### src/rtl/btn_timebase.sv
// Push-button front end: two-flop synchronizer plus debouncer, and a saturating
// elapsed-time counter that raises 0.5 s / 3 s / 5 s level flags.
module btn_timebase #(
  parameter int CLK_HZ     = 50_000_000,
  parameter int DEB_CYCLES = 500_000
) (
  input  logic clock,
  input  logic rst,
  input  logic button_raw,
  input  logic cnt_rst,
  output logic button,
  output logic sec_half,
  output logic sec_3,
  output logic sec_5
);

  localparam longint T_HALF = longint'(CLK_HZ) / 2;
  localparam longint T3     = 3 * longint'(CLK_HZ);
  localparam longint T5     = 5 * longint'(CLK_HZ);
  localparam int     CNT_W  = $clog2(T5 + 1);
  localparam int     MC_W   = $clog2(longint'(DEB_CYCLES) + 1);

  localparam logic [CNT_W-1:0] T_HALF_C = CNT_W'(T_HALF);
  localparam logic [CNT_W-1:0] T3_C     = CNT_W'(T3);
  localparam logic [CNT_W-1:0] T5_C     = CNT_W'(T5);
  // The edge that sees this mismatch count is the one where mc would reach DEB_CYCLES.
  localparam logic [MC_W-1:0]  MC_LAST  = MC_W'(DEB_CYCLES - 1);

  logic             s1_q, s2_q;
  logic             btn_q, btn_d;
  logic [MC_W-1:0]  mc_q, mc_d;
  logic [CNT_W-1:0] cnt_q, cnt_d;

  always_comb begin
    btn_d = btn_q;
    mc_d  = '0;
    if (s2_q != btn_q) begin
      if (mc_q == MC_LAST) begin
        btn_d = s2_q;
      end else begin
        mc_d = mc_q + MC_W'(1);
      end
    end
  end

  always_comb begin
    cnt_d = '0;
    if (cnt_rst) begin
      cnt_d = (cnt_q == T5_C) ? cnt_q : cnt_q + CNT_W'(1);
    end
  end

  always_ff @(posedge clock) begin
    if (rst) begin
      s1_q  <= 1'b0;
      s2_q  <= 1'b0;
      btn_q <= 1'b0;
      mc_q  <= '0;
      cnt_q <= '0;
    end else begin
      s1_q  <= button_raw;
      s2_q  <= s1_q;
      btn_q <= btn_d;
      mc_q  <= mc_d;
      cnt_q <= cnt_d;
    end
  end

  // Flags decode only the registered count, so they are clean levels.
  assign button   = btn_q;
  assign sec_half = (cnt_q >= T_HALF_C);
  assign sec_3    = (cnt_q >= T3_C);
  assign sec_5    = (cnt_q >= T5_C);

endmodule
### config.mk
export PLATFORM = sky130hd
export DESIGN_NAME = btn_timebase
export DESIGN_NICKNAME = d
export VERILOG_FILES = /design/src/rtl/btn_timebase.sv
export SDC_FILE = /design/constraint.sdc
export NUM_CORES = 1
export LEC_CHECK = 0
export CORE_UTILIZATION = 60
export DETAILED_ROUTE_END_ITERATION = 6
export GPL_ROUTABILITY_DRIVEN = 0
export GPL_TIMING_DRIVEN = 0
export PLACE_DENSITY = 0.85
export SLEW_MARGIN = 20
export SYNTH_ARGS = -nofsm -noshare
export SYNTH_HDL_FRONTEND = slang
export SYNTH_SLANG_ARGS = --single-unit
### constraint.sdc
create_clock -name clock -period 4.1 [get_ports clock]
set_input_delay 0.615 -clock clock [delete_from_list [all_inputs] [get_ports clock]]
set_output_delay 0.615 -clock clock [all_outputs]
set_load 0.05 [all_outputs]
==> flow_summary_export.csv, run 1 <==
group,metric,value,unit
timing,hold_viol_final,0,
global_route,grtUsageTotal,26.43,%
layout,areaGrowthSynthToFinish,8.508,%
placed_design,place_hpwl,3.932,mm
power_and_ir_drop,p_leak,0.8310,nW
timing,maxSlewViolCount,0,
floorplan,die-area,4631,µm²
timing,period_minus_slack,3096,ps
critical_path,cp-start-kind,"register",
drt,wl_met1,2.592,mm
drt,dr_wl_met3,394,µm
power_and_ir_drop,finalPower,802.0,µW
layout,seq_area,1001,µm²
floorplan,rows,23,
clock_network,clk_pin_slew,90,ps
layout,multiInputGateArea,1461,µm²
yosys,synth_xor_area_share,8.700,%
floorplan,die_w,68.05,µm
critical_path,path_cells,"clkbuf_1 -> nand2_1 -> a311o_1 -> a21oi_1 -> o41a_1 -> clkdlybuf4s50_1",
global_route,antenna_found_initial,0,
timing,setup_ws,1004,ps
timing,fmax,323.0,MHz
yosys,synth_compound_area_share,11.71,%
yosys,netlist_top_cells_count,"50 x dfxtp_1, 42 x nor2_1, 24 x nand2_1, 19 x a21oi_1",
floorplan,pin_count,8,
global_route,grt_overflow,0,
drt,wl_met2,2.445,mm
yosys,synthDistinctLibCells,49,
layout,nets,337,
yosys,ys_seq_area_share,38.24,%
timing,rsz0062_at_grt,"no",
worst_hold_path,hold_depth,1,
critical_path,criticalPathCategory,"reg -> out",
critical_path,end_kind,"output pin",
critical_path,crit_buf_inv,2,
yosys,ys_ff_latch,50,
yosys,synth.net_count,323,
power_and_ir_drop,p_per_area,282.4,nW/µm²
critical_path,reg2regPathDepth,6,
run,cap_violations,0,
timing,skew,8.428,ps
timing,final-setup-viol-count,0,
yosys,synth_edf_count,0,
critical_path,cp.depth,6,
outcome,violations,"DRC",
yosys,synth_top_family_by_area,"simple AND/OR/NAND/NOR gates",
floorplan,fp.dieH,68.05,µm
global_route,grt_pass1_wl,9.128,mm
yosys,synth.area.top_cells,"dfxtp_1 38%, nor2_1 6.0%, xnor2_1 6.0%",
critical_path,path_max_fanout,8,
critical_path,required,3480,ps
layout,fillers,342,
layout,layout-drive-gt1-share,8.761,%
yosys,syn_avg_cell_area,8.283,µm²
critical_path,crit_arrival,2480,ps
yosys,synth_cells,316,
clock_network,clockBufferDepth,2,
critical_path,critical-path-max-stage-delay,810,ps
drt,vias,2335,
yosys,synthSimpleGateAreaFrac,33.60,%
clock_network,cts_tree,"done",
drt,initialDrtViolationCount,189,
clock_network,cts_hold_buf,0,
critical_path,crit_family,"buffers and inverters",
yosys,synth_mux_area_share,0.3824,%
timing,relSlewSlack,64.50,%
drt,top_layer_used,"met4",
worst_hold_path,holdCritPathClass,"reg -> reg",
timing,min_period_over_period,75.51,%
clock_network,cts_sinks,50,
drt,wl_per_cell,14.47,µm
yosys,async_flop_share,0,%
clock_network,cts_made_buffers,5,
yosys,synth-adder-area-share,1.434,%
yosys,yosys.area.top_type,"dfxtp_1",
placed_design,port_buffers,7,
yosys,yosysTopAreaCellShare,38.24,%
drt,drc,1,
timing,fin_setup_tns,0,ps
floorplan,start_util,64.05,%
critical_path,rrSetupSlack,1960,ps
yosys,yosysMostFrequentCell,"dfxtp_1",
power_and_ir_drop,irDropWorstVdd,207.5,µV
floorplan,coreArea,4086,µm²
critical_path,critPathSlowestCell,"clkdlybuf4s50_1",
clock_network,cts-root-buf,"clkbuf_8",
yosys,synth_warnings,0,
drt,vias_per_cell,6.129,
clock_network,cts_resized,0,
drt,first_pass_iters,7,
clock_network,htree_num_levels,2,
yosys,synth_area,2618,µm²
clock_network,clk_latency,310,ps
placed_design,dpl_worst_slack,1382,ps
clock_network,cts_setup_buffers,0,
timing,tightest_slew,528.5,ps
drt,routed_wl,5.513,mm
global_route,grt_max_degree,17,
outcome,status,"finished, violations left",
layout,diodes,0,
global_route,grt_pass1_vias,1958,
drt,antenna_left,0,
yosys,ys.flop_type,"dfxtp_1",
## final timing paths
check / endpoint / from
max reg2reg: mc_q[14] / mc_q[0]
min reg2reg: s2_q / s1_q
min: s2_q / s1_q
max: sec_3 / cnt_q[15]
## area by class of cell
cell class	instances	area share [%]
Buffer	16	3.877
Clock buffer	5	2.423
Clock inverter	3	0.7489
Inverter	12	1.586
Multi-Input combinational cell	238	51.45
Sequential cell	50	35.24
Tap cell	50	2.203
Timing Repair Buffer	7	2.467
## routing by layer
metal,vias to the layer above,track usage (%)
met5,-,0
met4,0,10.68
met3,7,4.000
met2,73,39.22
met1,1085,37.86
li1,1170,-
## state kept, by name (all words and copies together) (netlist names)
register  count
button        1
mc_q         19
cnt_q        28
s2_q          1
s1_q          1
## logic make-up after synthesis
group                    count (synthesis)
adder cells (fa/ha/maj)                  3
AND/OR/NAND/NOR                        160
AO/OA/AOI/OAI                           48
multiplexers                             1
XOR/XNOR                                26
flip-flops                              50
buffers and inverters                   28
## metrics by stage
stage	cells	util, %	area (µm²)	hold slack (ps)
floorplan	316	-	2618	413.8
global placement	373	67.30	2750	416.9
detailed placement	373	67.30	2750	429.7
CTS	381	69.50	2840	452.4
global route	381	69.50	2840	459.4
finish	381	69.50	2840	451.9
## worst reg2reg max path, cell delays in order, from the launching register on
cell and delay (ps):
dfxtp_1 420, ha_1 230, nand4_1 160, clkbuf_1 250, o21ai_1 460, clkbuf_1 400
nor2_1 90
## cell usage in the layout, fill, tap and decap left out, drive strengths merged, types with 3 or more instances in the layout
master / n
and4: 3
or4bb: 3
o211ai: 3
dfxtp: 50
clkbuf: 13
nand4: 13
or3: 8
nor2: 42
xor2: 8
a21oi: 19
buf: 8
o31ai: 7
clkdlybuf4s50: 7
nand3: 18
nor2b: 3
nand2: 24
and3: 5
or4: 11
nor3: 13
ha: 3
xnor2: 18
o21ai: 9
nor4: 10
inv: 12
## report_power, final
group          internal [mW]  switching, mW
registers              0.487        0.00211
logic                0.00889         0.0104
clock network          0.120          0.173
total                  0.616          0.186
(Power assumes the default switching activity.)
==> run 2: changes to the inputs <==
--- a/config.mk
+++ b/config.mk
@@ -5,11 +5,11 @@
 export SDC_FILE = /design/constraint.sdc
 export NUM_CORES = 1
 export LEC_CHECK = 0
-export CORE_UTILIZATION = 60
+export CORE_UTILIZATION = 55
 export DETAILED_ROUTE_END_ITERATION = 6
 export GPL_ROUTABILITY_DRIVEN = 0
 export GPL_TIMING_DRIVEN = 0
-export PLACE_DENSITY = 0.85
+export PLACE_DENSITY = 0.82
 export SLEW_MARGIN = 20
 export SYNTH_ARGS = -nofsm -noshare
 export SYNTH_HDL_FRONTEND = slang
==> constraint.sdc (replaced) <==
create_clock -name clock -period 2.71 [get_ports clock]
set_input_delay 0.4065 -clock clock [delete_from_list [all_inputs] [get_ports clock]]
set_output_delay 0.4065 -clock clock [all_outputs]
set_load 0.05 [all_outputs]
==> flow_summary_export.csv, run 2 (synthesis gave the netlist of run 1 again) <==
group,metric,value,unit
layout,largest_register_ffs,28,
floorplan,die_w,70.99,µm
timing,fin_setup_tns,0,ps
clock_network,cts_setup_buffers,0,
global_route,busiest_layer,"met2",
worst_hold_path,min_from,"s1_q",
timing,fmax,391.4,MHz
worst_hold_path,whs_endpoint,"s2_q",
global_route,antenna_found_initial,0,
layout,areaGrowthSynthToFinish,9.035,%
worst_hold_path,hold_depth,1,
timing,final-setup-viol-count,0,
floorplan,start_util,58.50,%
global_route,grt_use_met3,4.416,%
critical_path,path_max_fanout,8,
critical_path,reg2regPathDepth,6,
clock_network,clk_latency,300,ps
critical_path,critPathSlowestCell,"clkdlybuf4s15_1",
timing,maxSlewViolCount,0,
global_route,grtUsageMet1,34.02,%
global_route,grt_max_degree,17,
clock_network,htree_num_levels,2,
placed_design,place_hpwl,3.928,mm
timing,skew,6.104,ps
layout,regMostFlops,"cnt_q",
layout,final_common_cell,"dfxtp_1",
critical_path,r2r_start,"mc_q[0]",
outcome,status,"finished clean",
critical_path,criticalPathCategory,"reg -> out",
global_route,grt_pass1_vias,2131,
timing,min_period_over_period,94.28,%
worst_hold_path,holdCritPathClass,"reg -> reg",
global_route,grtUsageTotal,23.91,%
placed_design,port_buffers,7,
critical_path,end_kind,"output pin",
clock_network,clockBufferDepth,2,
floorplan,coreArea,4474,µm²
critical_path,required,2300,ps
floorplan,pin_count,8,
global_route,grt_pass1_wl,9.673,mm
timing,period_minus_slack,2555,ps
critical_path,path_cells,"clkbuf_1 -> nand2_1 -> a311o_1 -> a21oi_1 -> o41a_1 -> clkdlybuf4s15_1",
clock_network,cts_sinks,50,
layout,layout_common_cells,"50 x dfxtp_1, 42 x nor2_1, 24 x nand2_1",
timing,rsz0062_at_grt,"no",
critical_path,rrSetupSlack,490,ps
critical_path,critical-path-max-stage-delay,500,ps
drt,vias,2284,
drt,initialDrtViolationCount,239,
clock_network,cts_hold_buf,0,
timing,tightest_slew,532.5,ps
critical_path,rr_endpoint,"mc_q[9]",
floorplan,rows,24,
floorplan,fp.dieH,70.99,µm
timing,relSlewSlack,64.26,%
power_and_ir_drop,irDropWorstVdd,260.8,µV
drt,vias_per_cell,5.963,
layout,nets,337,
drt,antenna_left,0,
drt,routed_wl,5.479,mm
drt,wl_per_cell,14.31,µm
layout,top_regs,"cnt_q: 28 flops, mc_q: 19 flops",
global_route,grt_overflow,0,
timing,holdWs,443.2,ps
clock_network,clk_pin_slew,90,ps
critical_path,cp-start-kind,"register",
layout,layout-drive-gt1-share,8.761,%
power_and_ir_drop,p_leak,0.8631,nW
run,cap_violations,0,
critical_path,crit_arrival,2150,ps
clock_network,cts_made_buffers,5,
layout,diodes,0,
timing,hold_viol_final,0,
power_and_ir_drop,p_per_area,432.7,nW/µm²
drt,drc,0,
clock_network,cts-root-buf,"clkbuf_8",
global_route,grt_use_met2,37.39,%
floorplan,die-area,5039,µm²
clock_network,cts_tree,"done",
drt,first_pass_iters,4,
run 2: cell types whose count changed in the layout (fill, tap and decap cells not counted), sizes merged:
cell           change
clkdlybuf4s50      -3
dlygate4sd2        +1
dlymetal6s2s       +1
clkinvlp           -1
clkbuf             +1
clkdlybuf4s15      +1
run 2: layer usage:
layer  share of wire (%)  vias up
met3                 3.7        7
met5                   0        -
li1                    -     1160
met1                  51     1063
met2                  45       54
met4                 1.0        0
run 2: per-stage QoR:
step | util [%] | area [µm²] | power (mW) | instances | worst slack (ps)
finish | 63.79 | 2854 | 1.235 | 383 | 155.0
global route | 63.79 | 2854 | 1.286 | 383 | 20.89
CTS | 63.70 | 2850 | 1.250 | 383 | 16.59
detailed placement | 61.52 | 2753 | 0.7876 | 375 | 226.3
global placement | 61.52 | 2753 | 0.7868 | 375 | 221.5
floorplan | - | 2618 | 0.7760 | 316 | 683.7
run 2: repair_timing:
action                                  4_1_cts  5_1_grt
endpoints found under the setup margin        2        2
endpoints found under the hold margin         0        0
gates resized for setup                       2        2
run 2: report_power, final:
part	switching, mW	leakage, nW	internal, mW
registers	0.00335	0.403	0.737
logic	0.0161	0.408	0.0135
clock network	0.254	0.0514	0.211
run 2: area by class of cell:
type                    count  area [µm²]
well taps                  52       65.06
flip-flops and latches     50        1001
plain buffers              16       110.1
clock buffers               6       82.58
clock inverters             2       17.52
inverters                  12       45.04
fillers                   400        1620
multi-input cells         238        1461
repair buffers              7       71.32
run 2: critical path, delay by kind of cell, from the launching register on:
family | cells | cell delay [ps]
DFF | 1 | 320
AOI/OAI and AO/OA | 3 | 610
and+or+nand+nor | 1 | 130
buffers and inverters | 2 | 800
run 2: worst max path at each step:
| stage | end | slack (ps) | start |
|---|---|---|---|
| floorplan | sec_5 | 680 | cnt_q[15] |
| global placement | sec_3 | 220 | cnt_q[15] |
| finish | sec_3 | 160 | cnt_q[15] |
| CTS | sec_5 | 20 | cnt_q[15] |
| global route | sec_half | 20 | cnt_q[24] |
| detailed placement | sec_3 | 230 | cnt_q[15] |
==> run 3: changes to the inputs <==
--- a/config.mk
+++ b/config.mk
@@ -8,7 +8,6 @@
 export CORE_UTILIZATION = 55
 export DETAILED_ROUTE_END_ITERATION = 6
 export GPL_ROUTABILITY_DRIVEN = 0
-export GPL_TIMING_DRIVEN = 0
 export PLACE_DENSITY = 0.82
 export SLEW_MARGIN = 20
 export SYNTH_ARGS = -nofsm -noshare
==> flow_summary_export.csv, run 3 (synthesis gave the netlist of run 1 again) <==
group,metric,value,unit
global_route,grtUsageTotal,23.02,%
timing,skew,3.604,ps
drt,vias,2236,
power_and_ir_drop,p_per_area,434.3,nW/µm²
layout,regMostFlops,"cnt_q",
drt,dr_wl_met3,360,µm
critical_path,rrSetupSlack,600,ps
global_route,grt_max_degree,17,
global_route,grt_overflow,0,
clock_network,cts_resized,0,
floorplan,rows,24,
layout,layout_common_cells,"50 x dfxtp_1, 42 x nor2_1, 24 x nand2_1",
timing,maxSlewViolCount,0,
critical_path,critPathSlowestCell,"dfxtp_1",
layout,diodes,0,
placed_design,port_buffers,7,
drt,first_pass_iters,4,
outcome,status,"finished clean",
layout,multiInputGateArea,1461,µm²
power_and_ir_drop,pwr-share-comb,2.4,%
clock_network,cts_setup_buffers,0,
critical_path,cp-start-kind,"register",
layout,top_regs,"cnt_q: 28 flops, mc_q: 19 flops",
timing,fmax,443.6,MHz
clock_network,cts_hold_buf,0,
critical_path,required,2300,ps
layout,areaGrowthSynthToFinish,5.210,%
clock_network,clk_pin_slew,90,ps
drt,routed_wl,5.202,mm
drt,wl_per_cell,14.06,µm
drt,antenna_left,0,
power_and_ir_drop,p_seq_share,61.9,%
timing,fin_setup_tns,0,ps
timing,tightest_slew,517.9,ps
timing,holdWs,444.9,ps
layout,fillers,399,
critical_path,criticalPathCategory,"reg -> out",
floorplan,pin_count,8,
critical_path,reg2regPathDepth,5,
critical_path,crit_buf_inv,1,
worst_hold_path,hold_depth,1,
critical_path,critical-path-max-stage-delay,500,ps
power_and_ir_drop,switchingPower,263.6,µW
timing,period_minus_slack,2254,ps
floorplan,coreArea,4474,µm²
worst_hold_path,whs_endpoint,"s2_q",
power_and_ir_drop,p_sw_share,22.03,%
clock_network,htree_num_levels,2,
critical_path,r2r_start,"cnt_q[1]",
layout,largest_register_ffs,28,
floorplan,fp.dieH,70.99,µm
power_and_ir_drop,irDropWorstVdd,354.1,µV
clock_network,clockBufferDepth,2,
critical_path,cp.depth,5,
timing,relSlewSlack,65.19,%
power_and_ir_drop,intPower,932.5,µW
layout,final_common_cell,"dfxtp_1",
drt,wl_met2,2.299,mm
critical_path,crit_arrival,1850,ps
drt,drc,0,
floorplan,die-area,5039,µm²
critical_path,rr_endpoint,"cnt_q[18]",
drt,initialDrtViolationCount,146,
clock_network,clk_latency,300,ps
layout,nets,324,
worst_hold_path,holdCritPathClass,"reg -> reg",
drt,vias_per_cell,6.043,
clock_network,cts_tree,"done",
drt,top_layer_used,"met4",
global_route,grt_pass1_wl,9.246,mm
timing,rsz0062_at_grt,"no",
clock_network,cts-root-buf,"clkbuf_8",
clock_network,cts_made_buffers,5,
placed_design,place_hpwl,3.799,mm
critical_path,path_max_fanout,10,
critical_path,end_kind,"output pin",
clock_network,cts_sinks,50,
timing,min_period_over_period,83.18,%
floorplan,die_w,70.99,µm
power_and_ir_drop,p_leak,0.8242,nW
floorplan,start_util,58.50,%
timing,final-setup-viol-count,0,
layout,seq_area,1001,µm²
layout,layout-drive-gt1-share,6.918,%
critical_path,crit_family,"simple AND/OR/NAND/NOR gates",
critical_path,path_cells,"nand2_1 -> nor3_1 -> o211ai_1 -> nand3_1 -> dlymetal6s2s_1",
timing,hold_viol_final,0,
worst_hold_path,min_from,"s1_q",
power_and_ir_drop,pwr-share-clk,35.7,%
run,cap_violations,0,
global_route,antenna_found_initial,0,
global_route,grt_pass1_vias,2013,
drt,wl_met1,2.445,mm
## run 3: worst max path at each step
| stage | from | to |
|---|---|---|
| floorplan | cnt_q[15] | sec_5 |
| global route | cnt_q[12] | sec_5 |
| finish | cnt_q[24] | sec_half |
| global placement | cnt_q[16] | sec_5 |
| detailed placement | cnt_q[16] | sec_5 |
| CTS | cnt_q[16] | sec_5 |
## run 3: layer usage
layer  track usage, %  vias up
li1                 -     1134
met1            31.59     1019
met2            35.79       71
met3            4.986       12
met4            8.222        0
met5                0        -
## run 3: layout make-up
class	instances	area share [%]
Tap cell	52	2.363
Inverter	12	1.636
Clock buffer	6	2.635
Multi-Input combinational cell	238	53.07
Clock inverter	2	0.4998
Sequential cell	50	36.35
Timing Repair Buffer	10	3.453
## run 3: per-stage QoR
stage / power (mW) / area, µm² / cells / setup WS [ps] / util, %
2_1_floorplan: 0.7760 / 2618 / 316 / 683.7 / -
3_3_place_gp: 0.7862 / 2663 / 362 / 443.1 / 59.51
3_5_place_dp: 0.7871 / 2663 / 362 / 425.8 / 59.51
4_1_cts: 1.210 / 2749 / 370 / 93.31 / 61.44
5_1_grt: 1.244 / 2754 / 370 / 281.5 / 61.55
6_report: 1.196 / 2754 / 370 / 455.7 / 61.55
## run 3: power groups by stage
| stage | Clock [mW] | Sequential [mW] | Combinational [mW] |
|---|---|---|---|
| finish | 0.427 | 0.741 | 0.0290 |
| global route | 0.470 | 0.741 | 0.0332 |
| CTS | 0.440 | 0.741 | 0.0296 |
| detailed placement | 0 | 0.758 | 0.0293 |
| global placement | 0 | 0.758 | 0.0285 |
| floorplan | 0 | 0.757 | 0.0191 |
